[config.mk]
export PLATFORM = sky130hd
export DESIGN_NAME = vga_timing_gen
export DESIGN_NICKNAME = d
export VERILOG_FILES = /design/src/rtl/vga_timing_gen.sv
export SDC_FILE = /design/constraint.sdc
export NUM_CORES = 1
export LEC_CHECK = 0
export ABC_AREA = 1
export BUFFER_PORTS_ARGS = -buffer_cell sky130_fd_sc_hd__buf_2
export CORE_AREA = 2 2 67 69
export DETAILED_ROUTE_END_ITERATION = 16
export DIE_AREA = 0 0 69 71
export PLACE_DENSITY = 0.66
export RECOVER_POWER = 25
export SYNTH_ARGS = -nofsm -noshare
export SYNTH_HDL_FRONTEND = slang
export SYNTH_SLANG_ARGS = --single-unit
[constraint.sdc]
create_clock -name Clk -period 5.7 [get_ports Clk]
set_input_delay 0.285 -clock Clk [delete_from_list [all_inputs] [get_ports Clk]]
set_output_delay 0.285 -clock Clk [all_outputs]
set_load 0.005 [all_outputs]
[src/rtl/vga_timing_gen.sv]
// Two-axis raster timing generator: paired horizontal/vertical counters with
// per-axis phase FSMs and registered, mutually aligned sync/blank/pulse outputs.
module vga_timing_gen #(
  parameter int CNT_W     = 10,
  parameter int H_VISIBLE = 640,
  parameter int H_FP      = 16,
  parameter int H_SYNC    = 96,
  parameter int H_BP      = 48,
  parameter int V_VISIBLE = 480,
  parameter int V_FP      = 10,
  parameter int V_SYNC    = 2,
  parameter int V_BP      = 33,
  parameter bit HSYNC_POL = 1'b0,
  parameter bit VSYNC_POL = 1'b0
) (
  input  logic             Clk,
  input  logic             Reset,
  input  logic             pix_en,
  output logic [CNT_W-1:0] hcount,
  output logic [CNT_W-1:0] vcount,
  output logic             hsync,
  output logic             vsync,
  output logic             video_on,
  output logic             line_end,
  output logic             frame_end
);

  localparam int H_TOTAL = H_VISIBLE + H_FP + H_SYNC + H_BP;
  localparam int V_TOTAL = V_VISIBLE + V_FP + V_SYNC + V_BP;

  localparam logic [CNT_W-1:0] H_LAST        = CNT_W'(H_TOTAL - 1);
  localparam logic [CNT_W-1:0] H_FRONT_START = CNT_W'(H_VISIBLE);
  localparam logic [CNT_W-1:0] H_SYNC_START  = CNT_W'(H_VISIBLE + H_FP);
  localparam logic [CNT_W-1:0] H_BACK_START  = CNT_W'(H_VISIBLE + H_FP + H_SYNC);
  localparam logic             H_FP_ZERO     = (H_FP == 0);
  localparam logic             H_BP_ZERO     = (H_BP == 0);

  localparam logic [CNT_W-1:0] V_LAST        = CNT_W'(V_TOTAL - 1);
  localparam logic [CNT_W-1:0] V_FRONT_START = CNT_W'(V_VISIBLE);
  localparam logic [CNT_W-1:0] V_SYNC_START  = CNT_W'(V_VISIBLE + V_FP);
  localparam logic [CNT_W-1:0] V_BACK_START  = CNT_W'(V_VISIBLE + V_FP + V_SYNC);
  localparam logic             V_FP_ZERO     = (V_FP == 0);
  localparam logic             V_BP_ZERO     = (V_BP == 0);

  localparam logic [1:0] ACTIVE = 2'd0;
  localparam logic [1:0] FRONT  = 2'd1;
  localparam logic [1:0] SYNC   = 2'd2;
  localparam logic [1:0] BACK   = 2'd3;

  logic [1:0]       hPhase, vPhase;
  logic [1:0]       hPhaseNext, vPhaseNext;
  logic [CNT_W-1:0] hNext, vNext;
  logic             hWrap, vWrap;

  // Phase is decided from the count the axis is about to hold, so the
  // registered sync level lines up with the registered count. A zero-width
  // porch jumps straight past its phase; a count of zero always means ACTIVE.
  function automatic logic [1:0] advancePhase(
    input logic [1:0]       phase,
    input logic [CNT_W-1:0] cnt,
    input logic [CNT_W-1:0] frontStart,
    input logic [CNT_W-1:0] syncStart,
    input logic [CNT_W-1:0] backStart,
    input logic             fpZero,
    input logic             bpZero
  );
    advancePhase = phase;
    if (cnt == '0) begin
      advancePhase = ACTIVE;
    end else begin
      case (phase)
        ACTIVE:  if (cnt == frontStart) advancePhase = fpZero ? SYNC : FRONT;
        FRONT:   if (cnt == syncStart) advancePhase = SYNC;
        SYNC:    if (cnt == backStart && !bpZero) advancePhase = BACK;
        default: advancePhase = phase;
      endcase
    end
  endfunction

  always_comb begin
    hWrap = pix_en && (hcount == H_LAST);
    vWrap = hWrap && (vcount == V_LAST);
    hNext = hcount;
    vNext = vcount;
    if (pix_en) begin
      hNext = hWrap ? '0 : hcount + CNT_W'(1);
    end
    if (hWrap) begin
      vNext = vWrap ? '0 : vcount + CNT_W'(1);
    end
    hPhaseNext = hPhase;
    vPhaseNext = vPhase;
    if (pix_en) begin
      hPhaseNext = advancePhase(hPhase, hNext, H_FRONT_START, H_SYNC_START,
                                H_BACK_START, H_FP_ZERO, H_BP_ZERO);
    end
    if (hWrap) begin
      vPhaseNext = advancePhase(vPhase, vNext, V_FRONT_START, V_SYNC_START,
                                V_BACK_START, V_FP_ZERO, V_BP_ZERO);
    end
  end

  // Without a pixel tick everything holds except the pulses, which drop.
  always_ff @(posedge Clk) begin
    if (Reset) begin
      hcount    <= '0;
      vcount    <= '0;
      hPhase    <= ACTIVE;
      vPhase    <= ACTIVE;
      hsync     <= ~HSYNC_POL;
      vsync     <= ~VSYNC_POL;
      video_on  <= 1'b1;
      line_end  <= 1'b0;
      frame_end <= 1'b0;
    end else begin
      line_end  <= hWrap;
      frame_end <= vWrap;
      if (pix_en) begin
        hcount   <= hNext;
        vcount   <= vNext;
        hPhase   <= hPhaseNext;
        vPhase   <= vPhaseNext;
        hsync    <= (hPhaseNext == SYNC) ? HSYNC_POL : ~HSYNC_POL;
        vsync    <= (vPhaseNext == SYNC) ? VSYNC_POL : ~VSYNC_POL;
        video_on <= (hNext < H_FRONT_START) && (vNext < V_FRONT_START);
      end
    end
  end

endmodule

# After elaboration in Yosys (flattened, before gate mapping)
# Cells that the tools add are included.
# W data, S select, Z words.
[classes]
n_lt_le_gt_ge = 2
n_addsub = 2
n_mux = 18
n_reduce_logical = 7
n_eq_ne = 14
[ops]
columns = ["op", "count"]
rows = [
  ["$eq A10 B10 Y1 const B", 5],
  ["$mux W10", 4],
  ["$eq A10 B9 Y1 const B", 3],
  ["$add A10 B1 Y10 const B", 2],
  ["$logic_not A10 Y1", 2],
  ["$mux W2", 10],
  ["$pmux W2 S3", 2],
  ["$lt A10 B10 Y1 const B", 1],
  ["$lt A10 B9 Y1 const B", 1],
  ["$eq A2 B2 Y1 const B", 4],
  ["$eq A2 B1 Y1 const B", 2],
  ["$logic_not A2 Y1", 2],
  ["$logic_and A1 B1 Y1", 3],
  ["$mux W1", 2],
]
[word_totals]
input_bits = 3
out_inout_bits = 25
elab_cells = 52
register_bits = 29

# Depth between registers and ports, before layout
[logic_depth]
ltp_word = 12
ltp_mapped = 18
depth_no_buf = 18

# Worst setup path after synthesis
# OpenSTA, ideal clock, no wires.
[synth_path]
path_kind = "register -> register"
from = "register hcount[0]"
to = "register vsync"
period_less_slack_ns = 1.963
setup_slack_ns = 3.737
setup_time_ns = 0.113
stages_incl_launch_ff = 18
arrival_ns = 1.851
cell_sequence = "dfxtp_1 -> ha_1 -> nand2_2 -> nor2_8 -> nand3_4 -> buf_6 -> nand2_4 -> nand2_2 -> nor2_1 -> nand3_1 -> nor2_2 -> nand3_1 -> nand2_1 -> inv_1 -> nor2_2 -> nand3_1 -> nand2_1 -> nand2_1"
[synth_via]
elab_chain_len = 12
elab_cells_between_ends = 17
[synth_lines]
columns = ["item", "line", "rtl"]
rows = [
  ["start: declaration", "19", "output logic [CNT_W-1:0] hcount,"],
  ["start signal: assignment", "119", "hcount <= hNext;"],
  ["$eq A10 B10 Y1 *", "81", "hWrap = pix_en && (hcount == H_LAST);"],
  ["$logic_and A1 B1 Y1 *", "81", ""],
  ["$logic_and A1 B1 Y1", "82", "vWrap = hWrap && (vcount == V_LAST);"],
  ["$mux W10", "89", "vNext = vWrap ? '0 : vcount + CNT_W'(1);"],
  ["$mux W10", "88", "if (hWrap) begin"],
  ["$eq A10 B9 Y1, on equally long branches", "74, 72, 73", ""],
  ["$mux W2, on equally long branches", "74, 72, 73", ""],
  ["$pmux W2 S3", "71", "case (phase)"],
  ["$mux W2", "68", "if (cnt == '0) begin"],
  ["$mux W2 *", "97", "if (hWrap) begin"],
  ["$eq A2 B2 Y1 *", "124", "vsync <= (vPhaseNext == SYNC) ? VSYNC_POL : ~VSYNC_POL;"],
  ["$mux W1 *", "124", ""],
  ["end signal: assignment", "111", "vsync <= ~VSYNC_POL;"],
  ["end signal: assignment", "124", ""],
  ["end: declaration", "22", "output logic vsync,"],
]
# Mark *: on every way between the ends. The rest lies on a longest branch, timed or not.
# A chain may end at the register's enable or synchronous reset.

# Worst setup path after layout
[layout_path]
from = "register hcount[1]"
to = "register vsync"
# Same word-level chain as after synthesis.

==> metrics.txt <==
Worst path depth 16; P_leak between 1 and 1.5 nW; post-synth top area share 29.1%; Final Skew around 0.0078 ns; first-pass GRT wire length ~8400 µm; post-synthesis cell count between 300 and 400; Post-synth EDFFs 0; Worst Path Buf+Inv 2; core box area roughly 4200 µm²; DIE WIDTH slightly below 70 µm; max-slew violations 0; worst slew pin tran approximately 0.52 ns; Critical Path Fanout Max 17; r2r setup slk approximately 3.4 ns; clock-pin slew on the worst setup and hold paths around 0.07 ns; hold buffers post-CTS 0; Hold Crit Class primary input to flop; die height ~71 µm; Worst Path Arrival 2.50 ns; xor and xnor area share after synthesis 2.19%; most frequent cells in the layout nand2_1, nor2_1, inv_1, nand3_1, dfxtp_1; Mapped Nets 326; antenna viol nets, final 0; post-CTS setup buffers 0; via-per-instance ratio approximately 5.2; Power Dens Cells 195 nW/µm²; largest net degree at the start of global routing 29; initial antenna violation count 0; root buf cell clkbuf_8; Syn-to-layout area delta 14.0%; full die area just under 5000 µm²; layout cells sized above 1 about 17%; Slew headroom around 65%; final hold slack around 0.46 ns; CP Capture Type flop; worst vdd ir approximately 0.12 mV; final setup violation count 0; Mapped Area 2000 µm²; Worst path top cell family by delay simple AND/OR/NAND/NOR gates; simple logic cell fraction of the synthesized area between 40% and 50%; syn avg cell area approximately 6.2 µm²; adder-cell share of the synthesized area roughly 1.9%; CTS buffer count 5; CTS tree done; Tmin final ~2.3 ns; FMAX between 400 and 500 MHz; first-iteration detailed-routing DRC count 119; slowest CP cell dfxtp_1; most common cell after layout, fill and taps aside nand2_1; post-route clock period utilization roughly two fifths; drt wl/cell 12.3 µm; CTS Buffer Depth 2; synth unique cells 34; sequential-to-total area share from yosys stat roughly 29%; antenna cell count 0; r2r worst-path depth 16; # Max-Cap Violations 0; CP Launch Point hcount[1]$_SDFFE_PP0P_; starting density of the core approximately 47%; HPWL Detailed between 3000 and 4000 µm; synth warn 0; ys flop type dfxtp_1; CP Data Required Time 5.87 ns; IO Count 28; RSZ-0062 raised after global routing no; DR vias approximately 2100; synthesized flop and latch total 29; critical setup path kind flop to flop; Final Util 54.1%; drt drc 0; async set or reset register ratio after synthesis 0%; status finished clean; mux cell area share after synthesis 0%; Synth area leaders dfxtp_1, nand2_1, nor2_1; vias in the first global route around 1900; Port-buffer cells 27; grt ovf 0; Cell Rows 24; area leader, netlist dfxtp_1; startpoint types flop; post_cts resized 0; Worst Setup EP vsync$_SDFFE_PP1P_; final hold vios 0; Clock Latency Late Sink about 0.28 ns; first drt pass iteration count 4; R2R Path Start hcount[1]$_SDFFE_PP0P_; WL final between 4000 and 5000 µm; htree depth 2; worst reg2reg path endpoint vsync$_SDFFE_PP1P_; Placer Congestion just over 0.8; total track usage between 20% and 30%; compound-cell area share of the yosys netlist between 7 and 8%; total negative setup slack 0 ns; crit-path cells ha_1, nand2_2, nor2_8, nand3_4, inv_1, nand2_1, nand3_1, nand3_1, nor2_2, nand3_1, nand2_1, inv_1, nor2_2, nand3_1, nand2_1, nand2_1; fin nets between 300 and 400; CTS sink cnt 29; largest family of logic cells by synthesized area simple AND/OR/NAND/NOR gates; slowest stage delay, CP between 0.3 and 0.4 ns
metal layers:
layer | part of all wire [%] | track usage, % | vias to the layer above
li1 | - | - | 1086
met1 | 46 | 25.5 | 961
met2 | 49 | 36.6 | 44
met3 | 3.9 | 3.70 | 6
met4 | 1.5 | 10.9 | 0
met5 | 0 | 0 | -
power breakdown:
part	internal (mW)	total, mW	switching, mW
combinational	0.00503	0.0175	0.0125
sequential	0.204	0.205	0.00129
clock	0.142	0.221	0.0786
total	0.351	0.444	0.0923
sequential cells by signal (all words and copies together) (netlist names):
name and cells:
video_on 1, vPhase 2, vsync 1, line_end 1, hsync 1, hcount 10
vcount 10, frame_end 1, hPhase 2
worst min-delay path by stage:
| stage | startpoint | endpoint | slack (ns) | cells after the start |
|---|---|---|---|---|
| after floorplan | video_on$_SDFFE_PP1P_ | video_on$_SDFFE_PP1P_ | 0.47 | 2 |
| after global placement | video_on$_SDFFE_PP1P_ | video_on$_SDFFE_PP1P_ | 0.45 | 2 |
| after detailed placement | video_on$_SDFFE_PP1P_ | video_on$_SDFFE_PP1P_ | 0.47 | 2 |
| after CTS | Reset | vcount[0]$_SDFFE_PP0P_ | 0.46 | 2 |
| after global routing | Reset | hcount[6]$_SDFFE_PP0P_ | 0.49 | 2 |
| final | Reset | vPhase[1]$_SDFFE_PP0P_ | 0.46 | 2 |
cell usage after synthesis, types with 2 or more instances:
master,instances
nand4_1,15
xnor2_1,2
nand2_2,3
nor3_2,3
nor3_1,3
nand3_1,31
clkbuf_1,4
xor2_1,3
or2_2,2
nand2_1,86
inv_1,40
inv_2,3
nand3b_1,2
ha_1,3
nor2_1,46
nor2_2,9
o21bai_1,2
o21ai_1,3
dfxtp_1,29
a21oi_1,8
o21ai_0,10
per-stage QoR:
step                      std cells  area (µm²)  setup WS, ns  power (mW)
final                           401        2280          3.37       0.444
after global routing            401        2280          3.04       0.460
after CTS                       401        2280          3.35       0.450
after detailed placement        393        2160          3.36       0.228
after global placement          393        2160          3.39       0.228
after floorplan                 320        2000          3.74       0.223
cells by family (layout without fill, tap and decap cells):
kind of cell | count (synthesis) | after routing
buffers and inverters | 50 | 79
DFF | 29 | 29
AOI/OAI and AO/OA | 26 | 26
and+or+nand+nor | 207 | 207
xor gates and xnor gates | 5 | 5
adders and majority gates | 3 | 3
worst reg2reg max path, cell delays in order (launching register included):
cell and delay [ns]:
dfxtp_1 0.38, ha_1 0.24, nand2_2 0.11, nor2_8 0.16, nand3_4 0.23, inv_1 0.19, nand2_1 0.09, nand3_1 0.15
nand3_1 0.11, nor2_2 0.10, nand3_1 0.08, nand2_1 0.06, inv_1 0.04, nor2_2 0.09, nand3_1 0.08, nand2_1 0.06
nand2_1 0.04
area by class of cell:
cell class	count	area (µm²)
multi-input combinational	241	1220
clock inverter	1	30.0
inverter	44	165
timing repair buffer	27	133
tap	52	65.1
clock buffer	7	86.3
fill	450	1930
sequential	29	581
Power figures use the tool's default switching activity.
